$ cat config.mk
export PLATFORM = sky130hd
export DESIGN_NAME = alu_seq_ctrl
export DESIGN_NICKNAME = d
export VERILOG_FILES = /design/src/rtl/alu_pkg.sv /design/src/rtl/alu_op_decode.sv /design/src/rtl/alu_seq_ctrl.sv
export SDC_FILE = /design/constraint.sdc
export NUM_CORES = 1
export LEC_CHECK = 0
export BUFFER_PORTS_ARGS = -buffer_cell sky130_fd_sc_hd__buf_2
export CELL_PAD_IN_SITES_DETAIL_PLACEMENT = 1
export CELL_PAD_IN_SITES_GLOBAL_PLACEMENT = 1
export CORE_ASPECT_RATIO = 1.25
export CORE_MARGIN = 2
export CORE_UTILIZATION = 40
export CTS_CLUSTER_DIAMETER = 30
export DETAILED_ROUTE_END_ITERATION = 6
export PLACE_DENSITY = 0.91
export REMOVE_ABC_BUFFERS = 1
export SYNTH_ARGS = -nofsm -noshare
export SYNTH_HDL_FRONTEND = slang
export SYNTH_SLANG_ARGS = --single-unit
$ cat constraint.sdc
create_clock -name clk -period 4.47 [get_ports clk]
set_input_delay 0.447 -clock clk [delete_from_list [all_inputs] [get_ports clk]]
set_output_delay 0.447 -clock clk [all_outputs]
set_load 0.005 [all_outputs]
$ cat src/rtl/alu_pkg.sv
// Shared encodings for the multicycle RV32I control sequencer: ALU ops,
// opcodes, operand/result mux selects and the sequencer state enum.
package alu_pkg;

  localparam logic [2:0] ALU_ADD = 3'b000;
  localparam logic [2:0] ALU_SUB = 3'b001;
  localparam logic [2:0] ALU_SRA = 3'b010;
  localparam logic [2:0] ALU_SLL = 3'b011;
  localparam logic [2:0] ALU_SRL = 3'b100;
  localparam logic [2:0] ALU_AND = 3'b101;
  localparam logic [2:0] ALU_OR  = 3'b110;
  localparam logic [2:0] ALU_SLT = 3'b111;

  localparam logic [6:0] OP_LOAD   = 7'b0000011;
  localparam logic [6:0] OP_STORE  = 7'b0100011;
  localparam logic [6:0] OP_RTYPE  = 7'b0110011;
  localparam logic [6:0] OP_ITYPE  = 7'b0010011;
  localparam logic [6:0] OP_BRANCH = 7'b1100011;
  localparam logic [6:0] OP_JAL    = 7'b1101111;

  localparam logic [1:0] SRCA_PC    = 2'b00;
  localparam logic [1:0] SRCA_OLDPC = 2'b01;
  localparam logic [1:0] SRCA_RS1   = 2'b10;

  localparam logic [1:0] SRCB_RS2  = 2'b00;
  localparam logic [1:0] SRCB_IMM  = 2'b01;
  localparam logic [1:0] SRCB_FOUR = 2'b10;

  localparam logic [1:0] RES_ALUOUT   = 2'b00;
  localparam logic [1:0] RES_MEM      = 2'b01;
  localparam logic [1:0] RES_ALU_LIVE = 2'b10;

  typedef enum logic [3:0] {
    S_FETCH, S_DECODE, S_MEMADR, S_MEMREAD, S_MEMWB, S_MEMWRITE,
    S_EXEC_R, S_EXEC_I, S_ALUWB, S_BRANCH, S_JAL, S_TRAP
  } state_e;

endpackage

$ cat src/rtl/alu_op_decode.sv
// funct3/funct7b5 to ALU operation for R- and I-type arithmetic; flags the
// unsupported xor encoding.
module alu_op_decode
  import alu_pkg::*;
(
  input  logic [2:0] funct3,
  input  logic       funct7b5,
  input  logic       is_r,
  output logic [2:0] alu_control,
  output logic       illegal_op
);

  always_comb begin
    alu_control = ALU_ADD;
    illegal_op  = 1'b0;
    case (funct3)
      3'b000: alu_control = (is_r && funct7b5) ? ALU_SUB : ALU_ADD;
      3'b001: alu_control = ALU_SLL;
      3'b010: alu_control = ALU_SLT;
      3'b011: alu_control = ALU_SLT;
      3'b100: illegal_op  = 1'b1;
      3'b101: alu_control = funct7b5 ? ALU_SRA : ALU_SRL;
      3'b110: alu_control = ALU_OR;
      3'b111: alu_control = ALU_AND;
      default: alu_control = ALU_ADD;
    endcase
  end

endmodule

$ cat src/rtl/alu_seq_ctrl.sv
// Multicycle RV32I control sequencer driving the ALU and datapath muxes.
// Define ALU_SEQ_CTRL_PERF_EN to add the retired-instruction counter output.
module alu_seq_ctrl
  import alu_pkg::*;
#(
  parameter int unsigned TIMEOUT_CYCLES = 255,
  parameter int unsigned CNT_W          = 8
) (
  input  logic       clk,
  input  logic       rst_n,
  input  logic [6:0] opcode,
  input  logic [2:0] funct3,
  input  logic       funct7b5,
  input  logic       zero,
  input  logic       mem_ready,
  output logic       mem_req,
  output logic       mem_we,
  output logic       ir_write,
  output logic       pc_write,
  output logic       branch_taken,
  output logic       reg_write,
  output logic [2:0] alu_control,
  output logic [1:0] alu_src_a,
  output logic [1:0] alu_src_b,
  output logic [1:0] result_src,
  output logic       illegal
`ifdef ALU_SEQ_CTRL_PERF_EN
  ,
  output logic [31:0] instret
`endif
);

  localparam logic [CNT_W-1:0] WAIT_LAST = CNT_W'(TIMEOUT_CYCLES - 1);

  state_e           state_q, state_d;
  logic [CNT_W-1:0] cnt_q, cnt_d;
  logic             illegal_q, illegal_d;
  logic [2:0]       dec_alu;
  logic             dec_ill;
  logic             in_req;

  alu_op_decode u_dec (
    .funct3      (funct3),
    .funct7b5    (funct7b5),
    .is_r        (state_q == S_EXEC_R),
    .alu_control (dec_alu),
    .illegal_op  (dec_ill)
  );

  assign in_req = (state_q == S_FETCH) || (state_q == S_MEMREAD) ||
                  (state_q == S_MEMWRITE);

  always_ff @(posedge clk or negedge rst_n) begin
    if (!rst_n) begin
      state_q   <= S_FETCH;
      cnt_q     <= '0;
      illegal_q <= 1'b0;
    end else begin
      state_q   <= state_d;
      cnt_q     <= cnt_d;
      illegal_q <= illegal_d;
    end
  end

  always_comb begin
    state_d = state_q;
    case (state_q)
      S_FETCH:    if (mem_ready) state_d = S_DECODE;
                  else if (cnt_q == WAIT_LAST) state_d = S_TRAP;
      S_DECODE: begin
        case (opcode)
          OP_LOAD, OP_STORE: state_d = S_MEMADR;
          OP_RTYPE:          state_d = S_EXEC_R;
          OP_ITYPE:          state_d = S_EXEC_I;
          OP_BRANCH:         state_d = S_BRANCH;
          OP_JAL:            state_d = S_JAL;
          default:           state_d = S_TRAP;
        endcase
      end
      S_MEMADR:   state_d = (opcode == OP_LOAD) ? S_MEMREAD : S_MEMWRITE;
      S_MEMREAD:  if (mem_ready) state_d = S_MEMWB;
                  else if (cnt_q == WAIT_LAST) state_d = S_TRAP;
      S_MEMWB:    state_d = S_FETCH;
      S_MEMWRITE: if (mem_ready) state_d = S_FETCH;
                  else if (cnt_q == WAIT_LAST) state_d = S_TRAP;
      S_EXEC_R, S_EXEC_I: state_d = dec_ill ? S_TRAP : S_ALUWB;
      S_ALUWB:    state_d = S_FETCH;
      S_BRANCH:   state_d = (funct3 == 3'b000 || funct3 == 3'b001) ? S_FETCH : S_TRAP;
      S_JAL:      state_d = S_FETCH;
      S_TRAP:     state_d = S_TRAP;
      default:    state_d = S_TRAP;
    endcase

    // Every entry into a request state is a state change, so clearing on
    // change covers "cleared on entering".
    cnt_d = cnt_q;
    if (state_d != state_q) cnt_d = '0;
    else if (in_req && !mem_ready) cnt_d = cnt_q + CNT_W'(1);

    illegal_d = illegal_q || (state_d == S_TRAP);
  end

  // Gating on rst_n makes mem_req drop the instant reset asserts, even though
  // the reset state is FETCH.
  always_comb begin
    mem_req      = 1'b0;
    mem_we       = 1'b0;
    ir_write     = 1'b0;
    pc_write     = 1'b0;
    branch_taken = 1'b0;
    reg_write    = 1'b0;
    alu_control  = ALU_ADD;
    alu_src_a    = SRCA_PC;
    alu_src_b    = SRCB_RS2;
    result_src   = RES_ALUOUT;
    if (rst_n) begin
      case (state_q)
        S_FETCH: begin
          mem_req   = 1'b1;
          alu_src_b = SRCB_FOUR;
          if (mem_ready) begin
            ir_write   = 1'b1;
            pc_write   = 1'b1;
            result_src = RES_ALU_LIVE;
          end
        end
        S_DECODE: begin
          alu_src_a = SRCA_OLDPC;
          alu_src_b = SRCB_IMM;
        end
        S_MEMADR: begin
          alu_src_a = SRCA_RS1;
          alu_src_b = SRCB_IMM;
        end
        S_MEMREAD: mem_req = 1'b1;
        S_MEMWB: begin
          reg_write  = 1'b1;
          result_src = RES_MEM;
        end
        S_MEMWRITE: begin
          mem_req = 1'b1;
          mem_we  = 1'b1;
        end
        S_EXEC_R: begin
          alu_src_a   = SRCA_RS1;
          alu_control = dec_alu;
        end
        S_EXEC_I: begin
          alu_src_a   = SRCA_RS1;
          alu_src_b   = SRCB_IMM;
          alu_control = dec_alu;
        end
        S_ALUWB: reg_write = 1'b1;
        S_BRANCH: begin
          alu_src_a   = SRCA_RS1;
          alu_control = ALU_SUB;
          if (funct3 == 3'b000)      branch_taken = zero;
          else if (funct3 == 3'b001) branch_taken = !zero;
        end
        S_JAL: begin
          alu_src_a = SRCA_OLDPC;
          alu_src_b = SRCB_FOUR;
          reg_write = 1'b1;
          pc_write  = 1'b1;
        end
        default: ;
      endcase
    end
  end

  assign illegal = illegal_q;

`ifdef ALU_SEQ_CTRL_PERF_EN
  logic [31:0] instret_q, instret_d;

  always_ff @(posedge clk or negedge rst_n) begin
    if (!rst_n) instret_q <= '0;
    else        instret_q <= instret_d;
  end

  always_comb begin
    instret_d = instret_q;
    if (state_d == S_FETCH &&
        (state_q == S_MEMWB || state_q == S_MEMWRITE || state_q == S_ALUWB ||
         state_q == S_BRANCH || state_q == S_JAL))
      instret_d = instret_q + 32'd1;
  end

  assign instret = instret_q;
`endif

endmodule
==> results by group <==
Timing
  – Final setup TNS: 0 ns
  – Max-Slew Margin vs Limit: 44.0%
  – Hold Violations, Final: 0
  – Least-Margin Pin Slew: 0.839 ns
  – Setup violations, final: 0
  – Final Max Slew Viols: 0
  – Tmin final: 2.85 ns
  – Final period util: 63.7%
  – Max Fclk: 351 MHz
  – Layout Skew: 0.00286 ns
  – RSZ-0062 raised after global routing: no

GRT
  – Vias in the first global route: 1386
  – Largest net degree at the start of global routing: 27
  – Initial antenna violation count: 0
  – Global-route wire length before repair: 6130 um
  – Total track usage: 20.4%
  – GRT Residual Overflow: 0

Logic synthesis
  – Synth Cell Area: 1310 um^2
  – Seq/Total Area, Yosys: 24.8%
  – Post-synth EDFFs: 0
  – Primary FF master, synth: dfrtp_1
  – Cell variety after synth: 51
  – Flops & latches, synth: 13
  – Mapped Avg Cell Area: 7.76 um^2
  – Synth Warn #: 0
  – Syn Inst Count: 169
  – Async set-reset flop share out of synthesis: 100%

Min path
  – Hold WC Path Type: in -> async

Layout
  – N_diodes: 0
  – Fill cells: 416
  – Most common cell after layout, fill and taps aside: buf_2
  – Nets: 211
  – Post-route cell area: 1480 um^2
  – Most frequent cells in the layout: buf_2 (30), nor2_1 (19), nand2_1 (16)
  – Share of layout cells above drive strength 1: 22.3%
  – Area growth syn-to-layout: 13.2%

Power and ir drop
  – Power, Total: 0.000904 W
  – Power per cell area: 609 nW/um^2
  – Maximum vdd drop: 0.393 mV
  – Sequential fraction of design power: 28.9%
  – Lkg Pwr: 0.612 nW
  – Internal Power: 0.000424 W
  – Psw: 0.000480 W
  – Logic pwr share: 59.8%
  – Clock share of power: 11.3%
  – Switch share: 53.1%

Run
  – MaxCap Viol Count: 0

CTS
  – Clk sinks: 13
  – Clk root buf: clkbuf_8
  – Post-CTS Hold Buffers: 0
  – TritonCTS Buffers: 3
  – H-tree depth: 1
  – Setup Fix Bufs, Post-CTS: 0
  – CTS max path bufs: 2
  – Post-cts sizing count: 0
  – Clk Latency, worst-skew pair: 0.24 ns
  – CTS tree: done
  – Clock slew at the register clock pins of the worst setup and hold paths: 0.05 ns

Drt
  – Total number of vias: 1368
  – Avg WL per Cell: 15.6 um
  – Starting DRT DRC Count: 48
  – DRC violations left: 0
  – Drt total wl: 3580 um
  – Post-DRT Antenna Nets: 0
  – Total iterations of the first detailed-routing run: 4
  – Vias per cell: 5.95

Floorplan
  – Die footprint: 3760 um^2
  – Chip Width: 55.2 um
  – Initial Utilization: 41.4%
  – Core area: 3170 um^2
  – Die Y-Extent: 68.0 um
  – Top Ports: 31
  – FP Rows: 23

Setup path
  – CP arrival: 2.99 ns
  – Critical path class: reg -> reg
  – Worst setup EP type: flip-flop
  – CP required: 4.61 ns
  – Startpoint types: flip-flop
  – Max FO, Critical Path: 26

Placement
  – Port bufs: 30
  – HPWL after detailed placement: 2710 um
  – Placement-stage cell area: 1440 um^2
  – Placer congestion estimate: 0.836

Run status
  – Status: finished clean
Yosys cell counts, drive strengths merged (3+ instances only):
library cell | number | share of area, %
nor2 | 19 | 5.4
nand2 | 16 | 4.6
nor3 | 14 | 5.7
dfrtp | 13 | 25
o21ai | 10 | 3.8
a21oi | 7 | 2.7
buf | 6 | 4.1
inv | 6 | 1.7
a31oi | 5 | 2.4
nand2b | 5 | 2.4
xor2 | 5 | 3.9
clkbuf | 4 | 1.1
nand4 | 4 | 1.9
nor4 | 4 | 1.9
xnor2 | 4 | 2.7
a211oi | 3 | 1.7
and3 | 3 | 1.4
nand3 | 3 | 1.1
nor2b | 3 | 1.4
o31ai | 3 | 1.7
layer usage:
| metal | global-route usage (%) | vias up | part of all wire (%) |
|---|---|---|---|
| li1 | - | 670 | - |
| met1 | 22.9 | 661 | 43 |
| met2 | 38.5 | 28 | 51 |
| met3 | 0.945 | 9 | 2.6 |
| met4 | 12.2 | 0 | 3.4 |
| met5 | 0 | - | 0 |
per-stage QoR:
stage / util, % / std cells / hold WS [ns] / setup WS [ns]
after CTS: 46.9 / 230 / 0.135 / 1.61
after global routing: 46.9 / 230 / 0.152 / 1.41
after floorplan: - / 159 / 0.151 / 1.97
after detailed placement: 45.5 / 226 / 0.401 / 1.64
after global placement: 45.5 / 226 / 0.394 / 1.73
final: 46.9 / 230 / 0.135 / 1.62
power groups by stage:
stage	combinational [W]	sequential [W]	clock [W]
2_1_floorplan	0.000400	0.000228	0
3_3_place_gp	0.000530	0.000257	0
4_1_cts	0.000549	0.000257	0.000109
5_1_grt	0.000612	0.000271	0.000112
6_report	0.000541	0.000261	0.000102
3_5_place_dp	0.000547	0.000258	0
kinds of logic after synthesis:
group                    Yosys count  synth area share (%)
flip-flops                        13                  24.8
AND/OR/NAND/NOR                   84                  34.4
XOR/XNOR                           9                  6.58
buffers and inverters             16                  6.96
adder cells (fa/ha/maj)            2                  1.91
AO/OA/AOI/OAI                     45                  25.4
critical path, stage by stage (launching register included):
cell and delay (ns):
dfrtp_1 0.88, xor2_2 0.21, a22o_1 0.39, and2_4 0.21, o21a_1 0.18, a2111o_1 0.53
a2111oi_4 0.35
cell type report:
cell class / count / area, um^2 / share of cell area (%)
multi-input cells: 140 / 895 / 60.3
flip-flops and latches: 13 / 325 / 21.9
repair buffers: 30 / 150 / 10.1
well taps: 37 / 46.3 / 3.12
clock buffers: 4 / 45.0 / 3.04
inverters: 6 / 22.5 / 1.52
registers in the layout, indices dropped and copies added, names as in the netlist:
name / cells
state_q: 4
cnt_q: 8
illegal: 1
path summary, 6_finish.rpt:
path | startpoint | to | slack [ns] | depth (start not counted)
setup / recovery | state_q[2]$_DFF_PN0_ | cnt_q[1]$_DFFE_PN0P_ | 1.62 | 6
hold / removal | rst_n | cnt_q[7]$_DFFE_PN0P_ | 0.13 | 1
setup reg to reg | state_q[2]$_DFF_PN0_ | cnt_q[1]$_DFFE_PN0P_ | 1.62 | 6
hold reg to reg | illegal$_DFF_PN0_ | illegal$_DFF_PN0_ | 0.48 | 1
max in group asynchronous | rst_n | cnt_q[2]$_DFFE_PN0P_ | 4.05 | 1
min in group clk | illegal$_DFF_PN0_ | illegal$_DFF_PN0_ | 0.48 | 1
(Power assumes the default switching activity.)
